===== config.mk =====
export PLATFORM = sky130hd
export DESIGN_NAME = fifo_cmd_reader
export DESIGN_NICKNAME = d
export VERILOG_FILES = /design/src/rtl/fifo_cmd_reader.sv
export SDC_FILE = /design/constraint.sdc
export NUM_CORES = 1
export LEC_CHECK = 0
export CAP_MARGIN = 20
export CORE_MARGIN = 1.5
export CORE_UTILIZATION = 45
export CTS_CLUSTER_DIAMETER = 100
export DETAILED_ROUTE_END_ITERATION = 8
export PLACE_DENSITY = 0.71
export SYNTH_ARGS = -nofsm -noshare
export SYNTH_HDL_FRONTEND = slang
export SYNTH_SLANG_ARGS = --single-unit

===== constraint.sdc =====
create_clock -name clk -period 4.6 [get_ports clk]
set_clock_uncertainty 0.1 [all_clocks]
set_input_delay 0.46 -clock clk [delete_from_list [all_inputs] [get_ports clk]]
set_output_delay 0.46 -clock clk [all_outputs]
set_load 0.01 [all_outputs]

===== src/rtl/fifo_cmd_reader.sv =====
// fifo_cmd_reader
//   Pops command packets from a BRAM-backed FIFO (one-cycle read latency)
//   and turns them into VRAM writes.
//   Packet: header {opcode[15:12], count[11:0]} followed by operands.
//     0x1 WRITE : addr, data            -> one write
//     0x2 BURST : addr, count x data    -> data[i] to addr+i
//     0x3 FILL  : addr, data            -> data to addr..addr+count-1
//     0x0 NOP   : header only           -> pkt_done
//     other     : header only           -> cmd_err + pkt_done
// Ports
//   clk, rst_n        clock, async active-low reset
//   fifo_data/empty/valid, fifo_read_en   FIFO read side
//   vram_addr/data/we, vram_busy          VRAM write side
//   busy, pkt_done, cmd_err               status
module fifo_cmd_reader #(
  parameter int DATA_W = 16,
  parameter int ADDR_W = 16
) (
  input  logic              clk,
  input  logic              rst_n,
  input  logic [DATA_W-1:0] fifo_data,
  input  logic              fifo_empty,
  input  logic              fifo_valid,
  output logic              fifo_read_en,
  output logic [ADDR_W-1:0] vram_addr,
  output logic [DATA_W-1:0] vram_data,
  output logic              vram_we,
  input  logic              vram_busy,
  output logic              busy,
  output logic              pkt_done,
  output logic              cmd_err
);

  typedef enum logic [2:0] {S_IDLE, S_HDR, S_ADDR, S_DATA, S_WRITE} state_t;

  localparam logic [3:0] OP_NOP   = 4'h0;
  localparam logic [3:0] OP_WRITE = 4'h1;
  localparam logic [3:0] OP_BURST = 4'h2;
  localparam logic [3:0] OP_FILL  = 4'h3;

  state_t            r_state;
  logic [3:0]        r_op;
  logic [11:0]       r_cnt;    // writes remaining, including the one in flight
  logic [ADDR_W-1:0] r_addr;
  logic [DATA_W-1:0] r_data;
  logic              r_we;
  logic              r_pend;   // pop issued, word not yet returned
  logic              r_pkt_done;
  logic              r_cmd_err;

  logic w_need, w_rd, w_cap;

  // States that consume a word: IDLE (header), ADDR, DATA. HDR only waits
  // for the header already popped from IDLE.
  assign w_need = (r_state == S_IDLE) || (r_state == S_ADDR) || (r_state == S_DATA);
  // rst_n in the gate keeps the pop request low while reset is held, even
  // with a non-empty FIFO sitting in IDLE.
  assign w_rd   = rst_n && w_need && !r_pend && !fifo_empty && !vram_busy;
  // Words returned with no pop outstanding (e.g. across a reset) are dropped.
  assign w_cap  = fifo_valid && r_pend;

  assign fifo_read_en = w_rd;
  assign vram_addr    = r_addr;
  assign vram_data    = r_data;
  assign vram_we      = r_we;
  assign busy         = (r_state != S_IDLE);
  assign pkt_done     = r_pkt_done;
  assign cmd_err      = r_cmd_err;

  always_ff @(posedge clk or negedge rst_n) begin
    if (!rst_n) begin
      r_state    <= S_IDLE;
      r_op       <= OP_NOP;
      r_cnt      <= '0;
      r_addr     <= '0;
      r_data     <= '0;
      r_we       <= 1'b0;
      r_pend     <= 1'b0;
      r_pkt_done <= 1'b0;
      r_cmd_err  <= 1'b0;
    end else begin
      r_pkt_done <= 1'b0;
      r_cmd_err  <= 1'b0;

      if (w_rd)            r_pend <= 1'b1;
      else if (fifo_valid) r_pend <= 1'b0;

      case (r_state)
        S_IDLE: begin
          if (w_rd) r_state <= S_HDR;
        end

        S_HDR: begin
          if (w_cap) begin
            r_op  <= fifo_data[15:12];
            r_cnt <= fifo_data[11:0];
            case (fifo_data[15:12])
              OP_WRITE: begin
                r_cnt   <= 12'd1;   // count field is ignored for WRITE
                r_state <= S_ADDR;
              end
              OP_BURST, OP_FILL: r_state <= S_ADDR;
              OP_NOP: begin
                r_pkt_done <= 1'b1;
                r_state    <= S_IDLE;
              end
              default: begin
                r_pkt_done <= 1'b1;
                r_cmd_err  <= 1'b1;
                r_state    <= S_IDLE;
              end
            endcase
          end
        end

        S_ADDR: begin
          if (w_cap) begin
            r_addr <= fifo_data[ADDR_W-1:0];
            // Empty BURST has no data words to consume.
            if (r_op == OP_BURST && r_cnt == 12'd0) begin
              r_pkt_done <= 1'b1;
              r_state    <= S_IDLE;
            end else begin
              r_state <= S_DATA;
            end
          end
        end

        S_DATA: begin
          if (w_cap) begin
            r_data <= fifo_data;
            // Empty FILL still consumes its data word, then writes nothing.
            if (r_op == OP_FILL && r_cnt == 12'd0) begin
              r_pkt_done <= 1'b1;
              r_state    <= S_IDLE;
            end else begin
              r_we    <= 1'b1;
              r_state <= S_WRITE;
            end
          end
        end

        S_WRITE: begin
          // Address/data/strobe simply hold while vram_busy is high.
          if (!vram_busy) begin
            if (r_op == OP_WRITE || r_cnt == 12'd1) begin
              r_we       <= 1'b0;
              r_cnt      <= '0;
              r_pkt_done <= 1'b1;
              r_state    <= S_IDLE;
            end else begin
              r_cnt  <= r_cnt - 12'd1;
              r_addr <= r_addr + ADDR_W'(1);   // wraps modulo 2^ADDR_W
              if (r_op == OP_BURST) begin
                r_we    <= 1'b0;
                r_state <= S_DATA;
              end
              // FILL keeps the strobe up: one write per clock.
            end
          end
        end

        default: r_state <= S_IDLE;
      endcase
    end
  end

endmodule


==> results by group, run 1 <==
Clocking
  – CTS HTree Levels: 2
  – Worst-path clk slew: 0.10 ns
  – Post-CTS Setup Inserts: 0
  – Clock Latency Late Sink: 0.31 ns
  – CTS tree: built
  – Post-cts sizing count: 0
  – Cts hold-fix bufs: 0
  – CTS root buffer: clkbuf_8
  – CTS sink count: 55
  – Inserted Clock Buffers: 5
  – Clk buf depth: 2

Routing
  – DRC: 0
  – Post-Route WL: 8.109 mm
  – Drt first pass iters: 5
  – Vias after detailed routing: 2816
  – Final antenna-violating net count: 0
  – Iter 0 DRT Violations: 180
  – DR WL/cell: 17.71 um
  – DR vias/cell: 6.148

Synthesis
  – Synth top area cells: dfrtp_1 44%, mux2_2 7.2%, a21oi_1 3.5%
  – EDFF count, synth: 0
  – Async S/R FF share, synth: between 90% and 100%
  – Leading area contributor after synthesis: dfrtp_1
  – Seq cells post-synth: 55
  – Yosys Warn Count: 0
  – Post-synthesis instance area: 0.003118 sq mm
  – Main synth FF type: dfrtp_1
  – Top-count cell post-synth: dfrtp_1
  – Top cells by count, synth: 55 x dfrtp_1, 23 x nor2_1, 22 x a21oi_1
  – Syn Nets: 353
  – Library cells used by synthesis: 58
  – Sequential area share after synthesis: ~44%
  – Syn avg cell area: 9.506 sq um
  – Number of cells produced by synthesis: 328
  – Area share of the largest cell type after synthesis: between 40 and 50%

Critical path
  – Critical path arrival: 2.38 ns
  – Endpoint type of the worst setup path: primary output
  – Delay-heaviest family, CP: buffers and inverters
  – Setup crit start kind: input port
  – Slowest CP cell: clkdlybuf4s50_1
  – Critical path class: input port to primary output
  – Slowest cell delay on critical path: 0.58 ns
  – Required time of the critical path: 4.04 ns
  – CP Cell Sequence: clkdlybuf4s50_1, buf_4, or4b_1, nor3_1, clkdlybuf4s50_1
  – Max FO, Critical Path: 14
  – WP buf/inv: 3
  – Crit-path most repeated cell: clkdlybuf4s50_1

Finish
  – N_diodes: 0
  – Share of cells above drive strength 1: 10.85%
  – Synth-to-layout area growth: 22.75%
  – Layout fillers: just under 600
  – Layout Nets: ~400

Power and ir drop
  – Leak: 1.628 nW
  – NetSw: 360.4 uW
  – Switching Fraction: 31.88%
  – Reg power frac: 53.7%
  – Power Density: 295.3 mW/mm^2
  – Comb pwr share: between 20% and 30%
  – Clock power share: approximately a quarter
  – VDD IR-drop max: 0.1839 mV
  – P_int: roughly 770 uW

STA
  – Slew @ Worst Pin: around 0.82 ns
  – Setup WS post-layout: 1.660 ns
  – Final setup violation count: 0
  – Max-slew headroom: a little under half
  – Setup TNS: 0 ns
  – Final hold violation count: 0
  – Final Cycle Share: between 60% and 70%
  – RSZ-0062 raised after global routing: no
  – Max Slew Vio Count: 0
  – Tmin final: 2.940 ns
  – Fmax: 0.3401 GHz

Floorplan
  – Core region area: 0.006756 sq mm
  – Rows: 30
  – Die Y: 86.24 um
  – I/O Pins: 58
  – Die width: 86.24 um
  – Initial Util: between 40% and 50%
  – Die area: 0.007437 sq mm

Global routing
  – Grt total ovfl: 0
  – Largest net degree at the start of global routing: 56
  – First-pass GRT wire length: 13.14 mm
  – Met1 Track Usage GR: 32.19%
  – Met2 Use GR: 34.29%
  – Antenna violations before repair: 0
  – Grt met3 use: 3.905%
  – Gr usage total: between 20% and 30%
  – Vias in the first global route: 2595
  – GR peak layer: met2

Placement
  – RePlAce Congestion: 0.8484
  – Port Buffers: 57
  – Pre-CTS setup slack: 1.662 ns
  – Detailed Place HPWL: 5.654 mm

Hold path
  – Hold Crit Class: input port to async pin

Job
  – Max_cap viols: 0

Run status
  – Outcome: finished, final reports clean
## final cells by class
type / instances / area [sq um] / area share, %
Sequential cell: 55 / 1376 / 35.96
Clock inverter: 2 / 13.76 / 0.3596
Inverter: 15 / 56.30 / 1.471
Tap cell: 80 / 100.1 / 2.615
Clock buffer: 6 / 82.58 / 2.158
Multi-Input combinational cell: 239 / 1603 / 41.88
Timing Repair Buffer: 61 / 595.6 / 15.56
## layout by cell type, fill, tap and decap left out, drive strengths merged, types with 2 or more instances in the layout
cell type      count
clkdlybuf4s50     56
dfrtp             55
a21oi             24
nor2              23
mux2              22
nand3             21
nand2             18
o21ai             18
inv               16
o22ai             11
nor3              10
a2bb2oi           10
nand4              7
a31oi              6
and3               6
clkbuf             6
nor4               6
buf                5
ha                 4
nand3b             3
nor4b              3
nor2b              3
mux2i              3
or3                3
a32oi              3
a22oi              3
and2               2
and4               2
o21a               2
nand2b             2
a21o               2
o2bb2ai            2
o221ai             2
o311ai             2
## state kept, by name (all words and copies together) (netlist names)
register and flops:
vram_addr 16, vram_data 16, r_cnt 12, r_op 4
r_state 3, cmd_err 1, pkt_done 1, r_pend 1
vram_we 1
## through the flow
| stage | instance area (sq um) | utilization, % | power, mW | hold slack [ns] | instances |
|---|---|---|---|---|---|
| 2_1_floorplan | 3118 | - | 0.7313 | 0.06441 | 328 |
| 4_1_cts | 3827 | 56.65 | 1.138 | 0.2313 | 458 |
| 6_report | 3827 | 56.65 | 1.130 | 0.2116 | 458 |
| 5_1_grt | 3827 | 56.65 | 1.198 | 0.2815 | 458 |
| 3_5_place_dp | 3731 | 55.22 | 0.8553 | 0.3921 | 450 |
| 3_3_place_gp | 3731 | 55.22 | 0.8518 | 0.3837 | 450 |
## worst paths after layout
check / startpoint / endpoint / slack, ns / depth (start not counted)
max: vram_busy / fifo_read_en / 1.66 / 5
min: rst_n / r_state[2]$_DFFE_PN0P_ / 0.21 / 2
max reg2reg: r_state[0]$_DFFE_PN0P_ / vram_addr[1]$_DFFE_PN0P_ / 2.05 / 6
min reg2reg: vram_data[5]$_DFFE_PN0P_ / vram_data[5]$_DFFE_PN0P_ / 0.41 / 1
max in group asynchronous: rst_n / r_cnt[4]$_DFFE_PN0P_ / 3.74 / 2
min in group clk: vram_data[5]$_DFFE_PN0P_ / vram_data[5]$_DFFE_PN0P_ / 0.41 / 1
## layer usage
layer / up-vias / share of wire, %
li1: 1331 / -
met1: 1382 / 46
met2: 91 / 48
met3: 12 / 4.6
met4: 0 / 1.7
met5: - / 0
## power groups by stage
stage,Clock (mW),Sequential (mW),Combinational (mW)
2_1_floorplan,0,0.604,0.127
3_3_place_gp,0,0.614,0.237
3_5_place_dp,0,0.615,0.240
4_1_cts,0.291,0.606,0.241
5_1_grt,0.310,0.617,0.271
6_report,0.284,0.607,0.240
## worst reg2reg max path, stage by stage, from the launching register on
cell and delay (ns):
dfrtp_1 0.53, nor3b_2 0.23, buf_4 0.32, a31oi_1 0.18, buf_4 0.23, a21oi_2 0.49, mux2_1 0.38
## logic make-up (layout without fill, tap and decap cells)
kind of cell / count (synthesis) / count (layout) / synth area share (%)
AOI/OAI and AO/OA: 92 / 92 / 19.26
xor gates and xnor gates: 2 / 2 / 0.5619
adders and majority gates: 4 / 4 / 1.605
buffers and inverters: 34 / 84 / 4.614
DFF: 55 / 55 / 44.14
muxes: 25 / 25 / 9.029
and+or+nand+nor: 116 / 116 / 20.79
Note: power is estimated with default switching activity, not from simulation.
==> run 2: changes to the inputs <==
==> constraint.sdc (replaced) <==
create_clock -name clk -period 2.85 [get_ports clk]
set_clock_uncertainty 0.1 [all_clocks]
set_input_delay 0.285 -clock clk [delete_from_list [all_inputs] [get_ports clk]]
set_output_delay 0.285 -clock clk [all_outputs]
set_load 0.01 [all_outputs]
==> results by group, run 2 (synthesis results as in run 1) <==
Floorplan
  – Initial Util: 46.15%
  – Die area: 0.007437 sq mm
  – I/O Pins: 58
  – Die Y: 86.24 um
  – Core region area: 0.006756 sq mm
  – Die width: 86.24 um
  – Rows: 30

Clocking
  – CTS HTree Levels: 2
  – CTS sink count: 55
  – Cts hold-fix bufs: 0
  – CTS root buffer: clkbuf_8
  – Inserted Clock Buffers: 5
  – Clk buf depth: 2
  – Worst-path clk slew: roughly 0.10 ns
  – CTS tree: built
  – Post-cts sizing count: 0
  – Post-CTS Setup Inserts: 0
  – Clock Latency Late Sink: 0.30 ns

STA
  – Slew @ Worst Pin: 0.7421 ns
  – Fmax: 0.4081 GHz
  – Final Cycle Share: 85.99%
  – Final setup violation count: 0
  – Max Slew Vio Count: 0
  – Max-slew headroom: 50.41%
  – Tmin final: roughly 2.5 ns
  – Setup TNS: 0 ns
  – Final hold violation count: 0
  – RSZ-0062 raised after global routing: no

Global routing
  – Antenna violations before repair: 0
  – Largest net degree at the start of global routing: 56
  – Gr usage total: 22.59%
  – Vias in the first global route: 2697
  – First-pass GRT wire length: 13.24 mm
  – Grt total ovfl: 0

Finish
  – Most common cell after layout, fill and taps aside: clkdlybuf4s50_1
  – N_diodes: 0
  – Most frequent cells in the layout: 56 x clkdlybuf4s50_1, 55 x dfrtp_1, 23 x nor2_1
  – Layout fillers: 603
  – Layout Nets: 405
  – Final cell count without fillers: 460
  – Share of cells above drive strength 1: 11.05%
  – Synth-to-layout area growth: 23.68%
  – Area occupied by multi-input gates: ~0.0016 sq mm
  – Register Area: ~0.0014 sq mm

Placement
  – Detailed Place HPWL: 5.702 mm
  – Port Buffers: 57
  – DP Cell Count: 453
  – RePlAce Congestion: 0.8469

Run status
  – Outcome: finished, final reports clean

Critical path
  – FF-to-FF End: vram_addr[1]$_DFFE_PN0P_
  – Required time of the critical path: 2.47 ns
  – Worst reg-to-reg path cell count: 4
  – Endpoint type of the worst setup path: primary output
  – Critical path arrival: 2.07 ns
  – Critical path class: register to primary output
  – Max FO, Critical Path: 5
  – FF-to-FF setup slack: 0.62 ns
  – Reg2reg start: r_state[2]$_DFFE_PN0P_
  – Setup crit start kind: register

Routing
  – Vias after detailed routing: between 2000 and 3000
  – DR WL/cell: 17.57 um
  – Final antenna-violating net count: 0
  – DR vias/cell: between 6 and 7
  – DRC: 0
  – Iter 0 DRT Violations: 206
  – Drt first pass iters: 4
  – Post-Route WL: 8.082 mm

Hold path
  – Hold Crit Class: input port to async pin

Job
  – Max_cap viols: 0

Power and ir drop
  – VDD IR-drop max: 0.2698 mV
  – Leak: 1.642 nW
  – Power Density: 484.9 mW/mm^2
## run 2: metal layers
metal | part of all wire [%] | track usage, % | up-vias | wire length [um]
li1 | - | - | 1329 | -
met1 | 45 | 32.21 | 1362 | 3629
met2 | 46 | 34.36 | 117 | 3703
met3 | 6.6 | 3.905 | 22 | 535
met4 | 2.6 | 8.944 | 0 | 213
met5 | 0 | 0 | - | 0
## run 2: worst max path at each step
stage	to	startpoint	slack [ns]	cells after the start
global route	fifo_read_en	r_pend$_DFFE_PN0P_	0.34	3
floorplan	vram_addr[1]$_DFFE_PN0P_	r_cnt[1]$_DFFE_PN0P_	0.87	8
detailed placement	fifo_read_en	vram_busy	0.43	4
CTS	fifo_read_en	r_pend$_DFFE_PN0P_	0.39	3
finish	fifo_read_en	r_pend$_DFFE_PN0P_	0.40	3
global placement	fifo_read_en	vram_busy	0.46	4
## run 2: cell type report
cell class | instances | area share, %
timing repair buffer | 64 | 16.03
clock buffer | 6 | 1.882
sequential | 55 | 35.69
multi-input combinational | 239 | 41.56
tap | 80 | 2.596
inverter | 15 | 1.460
clock inverter | 1 | 0.7787
## run 2: report_power, final
| part | internal (mW) | leakage [nW] | total [mW] | switching [mW] |
|---|---|---|---|---|
| Clock | 0.258 | 0.0513 | 0.503 | 0.245 |
| Sequential | 0.858 | 0.724 | 0.978 | 0.120 |
| Combinational | 0.186 | 0.867 | 0.389 | 0.203 |
## run 2: stage by stage
stage	power [mW]	setup slack, ns	util [%]	area [sq um]	hold WS [ns]
6_report	1.870	0.3994	57.07	3856	0.03759
5_1_grt	1.965	0.3367	57.07	3856	0.09799
4_1_cts	1.887	0.3871	57.07	3856	0.07229
3_5_place_dp	1.377	0.4283	55.56	3754	0.3935
3_3_place_gp	1.373	0.4643	55.56	3754	0.3858
2_1_floorplan	1.180	0.8662	-	3118	-0.1106
## run 2: critical path, stage by stage (launching register included)
cell and delay [ns]:
dfrtp_1 0.43, or4b_1 0.54, nor3_1 0.21, clkdlybuf4s50_1 0.58
==> patch: new RTL, settings of run 2 <==
`DATA_W`: 16 -> 18.
--- a/src/rtl/fifo_cmd_reader.sv
+++ b/src/rtl/fifo_cmd_reader.sv
@@ -15,3 +15,3 @@
 module fifo_cmd_reader #(
-  parameter int DATA_W = 16,
+  parameter int DATA_W = 18,
   parameter int ADDR_W = 16
Ports: changed (resized fifo_data and vram_data); port bits go from 58 to 62. No check against the original RTL was run, so the function may have changed too.
==> patch against run 2 <==
Register-to-register slack got worse by 0.36 ns; routed wire length rose by 7.8%; cell area rose by 5.0%; largest cell class unchanged; sequential cell count rose by 2; critical endpoint unchanged; area after synthesis barely moved; the flow now finishes with violations (hold timing); worst setup slack got worse by 0.18 ns.
Power is not compared: it rests on default switching activity, and its combinational part moved more than twofold at a synthesized area within 25%.
==> patch: results (changes against run 2) <==
metric,value,unit,change
"Hold Vio Cnt, Final",1,,+1
hpwl dp,6.101,mm,+7.0%
drt total wl,8.715,mm,+7.8%
total clock buffers created by CTS,9,,+4
# fillers,569,,-5.6%
status,"finished, violations left",,
DP Area,0.003846,mm^2,+2.5%
gp weighted congestion,0.9269,,+9.4%
Vias/cell,5.990,,-2.6%
Max stage delay on crit path,0.66,ns,+0.08 ns
share of cells above drive strength 1,15.37,%,+4.3 points
Rel. slew slack,50.81,%,+0.40 points
PortBufs,61,,+7.0%
sequential-to-total area share from yosys stat,45.76,%,+1.6 points
Mapped Cells,326,,-0.61%
CP max FO,5,,unchanged
DR WL/cell,18.27,um,+4.0%
number of global-route vias before repair,2826,,+4.8%
max_cap viols,0,,unchanged
synth top area cells,"dfrtp_1 (46%), mux2_2 (7.9%), nand2_1 (4.3%), a21oi_1 (4.0%), o21ai_0 (3.4%)",,
"Clk pin slew, worst setup/hold paths",0.07,ns,-0.03 ns
Netlist cell types,53,,-8.6%
WHS,-0.006773,ns,-0.04437 ns
worst skew pair latency,0.35,ns,+0.05 ns
first-pass GRT wire length,14.14,mm,+6.8%
Post-synth top cells,"dfrtp_1 (57), nand2_1 (36), a21oi_1 (25)",,
CP max stage cell,or4b_2,,
Final #Nets,419,,+3.5%
Multi-input gate area,0.001613,mm^2,+0.62%
Place WS,0.1701,ns,-0.2582 ns
largest net degree at the start of global routing,58,,+3.6%
dpl cells,461,,+1.8%
all-layer global routing usage,24.87,%,+2.3 points
failing checks,hold timing,,
CTS H-tree depth,3,,+1
-- patch: cell count changes after synthesis, sizes merged, moves of 5 or more --
cell / change
nand2: +18
nand3: -14
a2bb2oi: -8
buf: -8
inv: -8
o22ai: -6
a22o: +5
clkbuf: +5
o31ai: +5
-- patch: final timing paths --
check,startpoint,end,slack (ns),cells after the start
worst min-delay path,rst_n,r_pend,-0.007,2
min in group clk,rst_n,r_pend,0.38,4
worst min register to register,vram_data[12],vram_data[12],0.41,1
max in group asynchronous,rst_n,vram_data[9],2.16,2
worst max-delay path,r_pend,fifo_read_en,0.22,3
worst max register to register,r_cnt[4],pkt_done,0.26,5
-- patch: routing by layer --
metal,up-vias,wire length (um),global-route usage (%)
met5,-,0,0
met4,0,149,8.211
met3,12,632,7.714
met2,117,4120,38.73
met1,1376,3812,33.23
li1,1352,-,-
-- patch: final cells by class --
cell class                      instances  share of cell area (%)
Multi-Input combinational cell        246                   39.85
Tap cell                               80                   2.473
Clock inverter                          7                   1.917
Timing Repair Buffer                   71                   16.82
Sequential cell                        57                   35.24
Inverter                                7                  0.6492
Clock buffer                            9                   3.060
-- patch: power by group --
group,switching (mW),internal [mW],total [mW]
clock network,0.379,0.409,0.788
logic,0.623,0.709,1.33
registers,0.347,1.10,1.45
-- patch: cell families after synthesis --
group	share of synthesized area, %
AO/OA/AOI/OAI	22.56
adder cells (fa/ha/maj)	1.606
buffers and inverters	2.850
flip-flops	45.76
multiplexers	7.949
AND/OR/NAND/NOR	19.27
-- patch: critical path, delay by kind of cell, from the launching register on --
family | cells | cell delay [ns]
AND/OR/NAND/NOR | 2 | 0.91
flip-flops | 1 | 0.42
buffers and inverters | 1 | 0.58
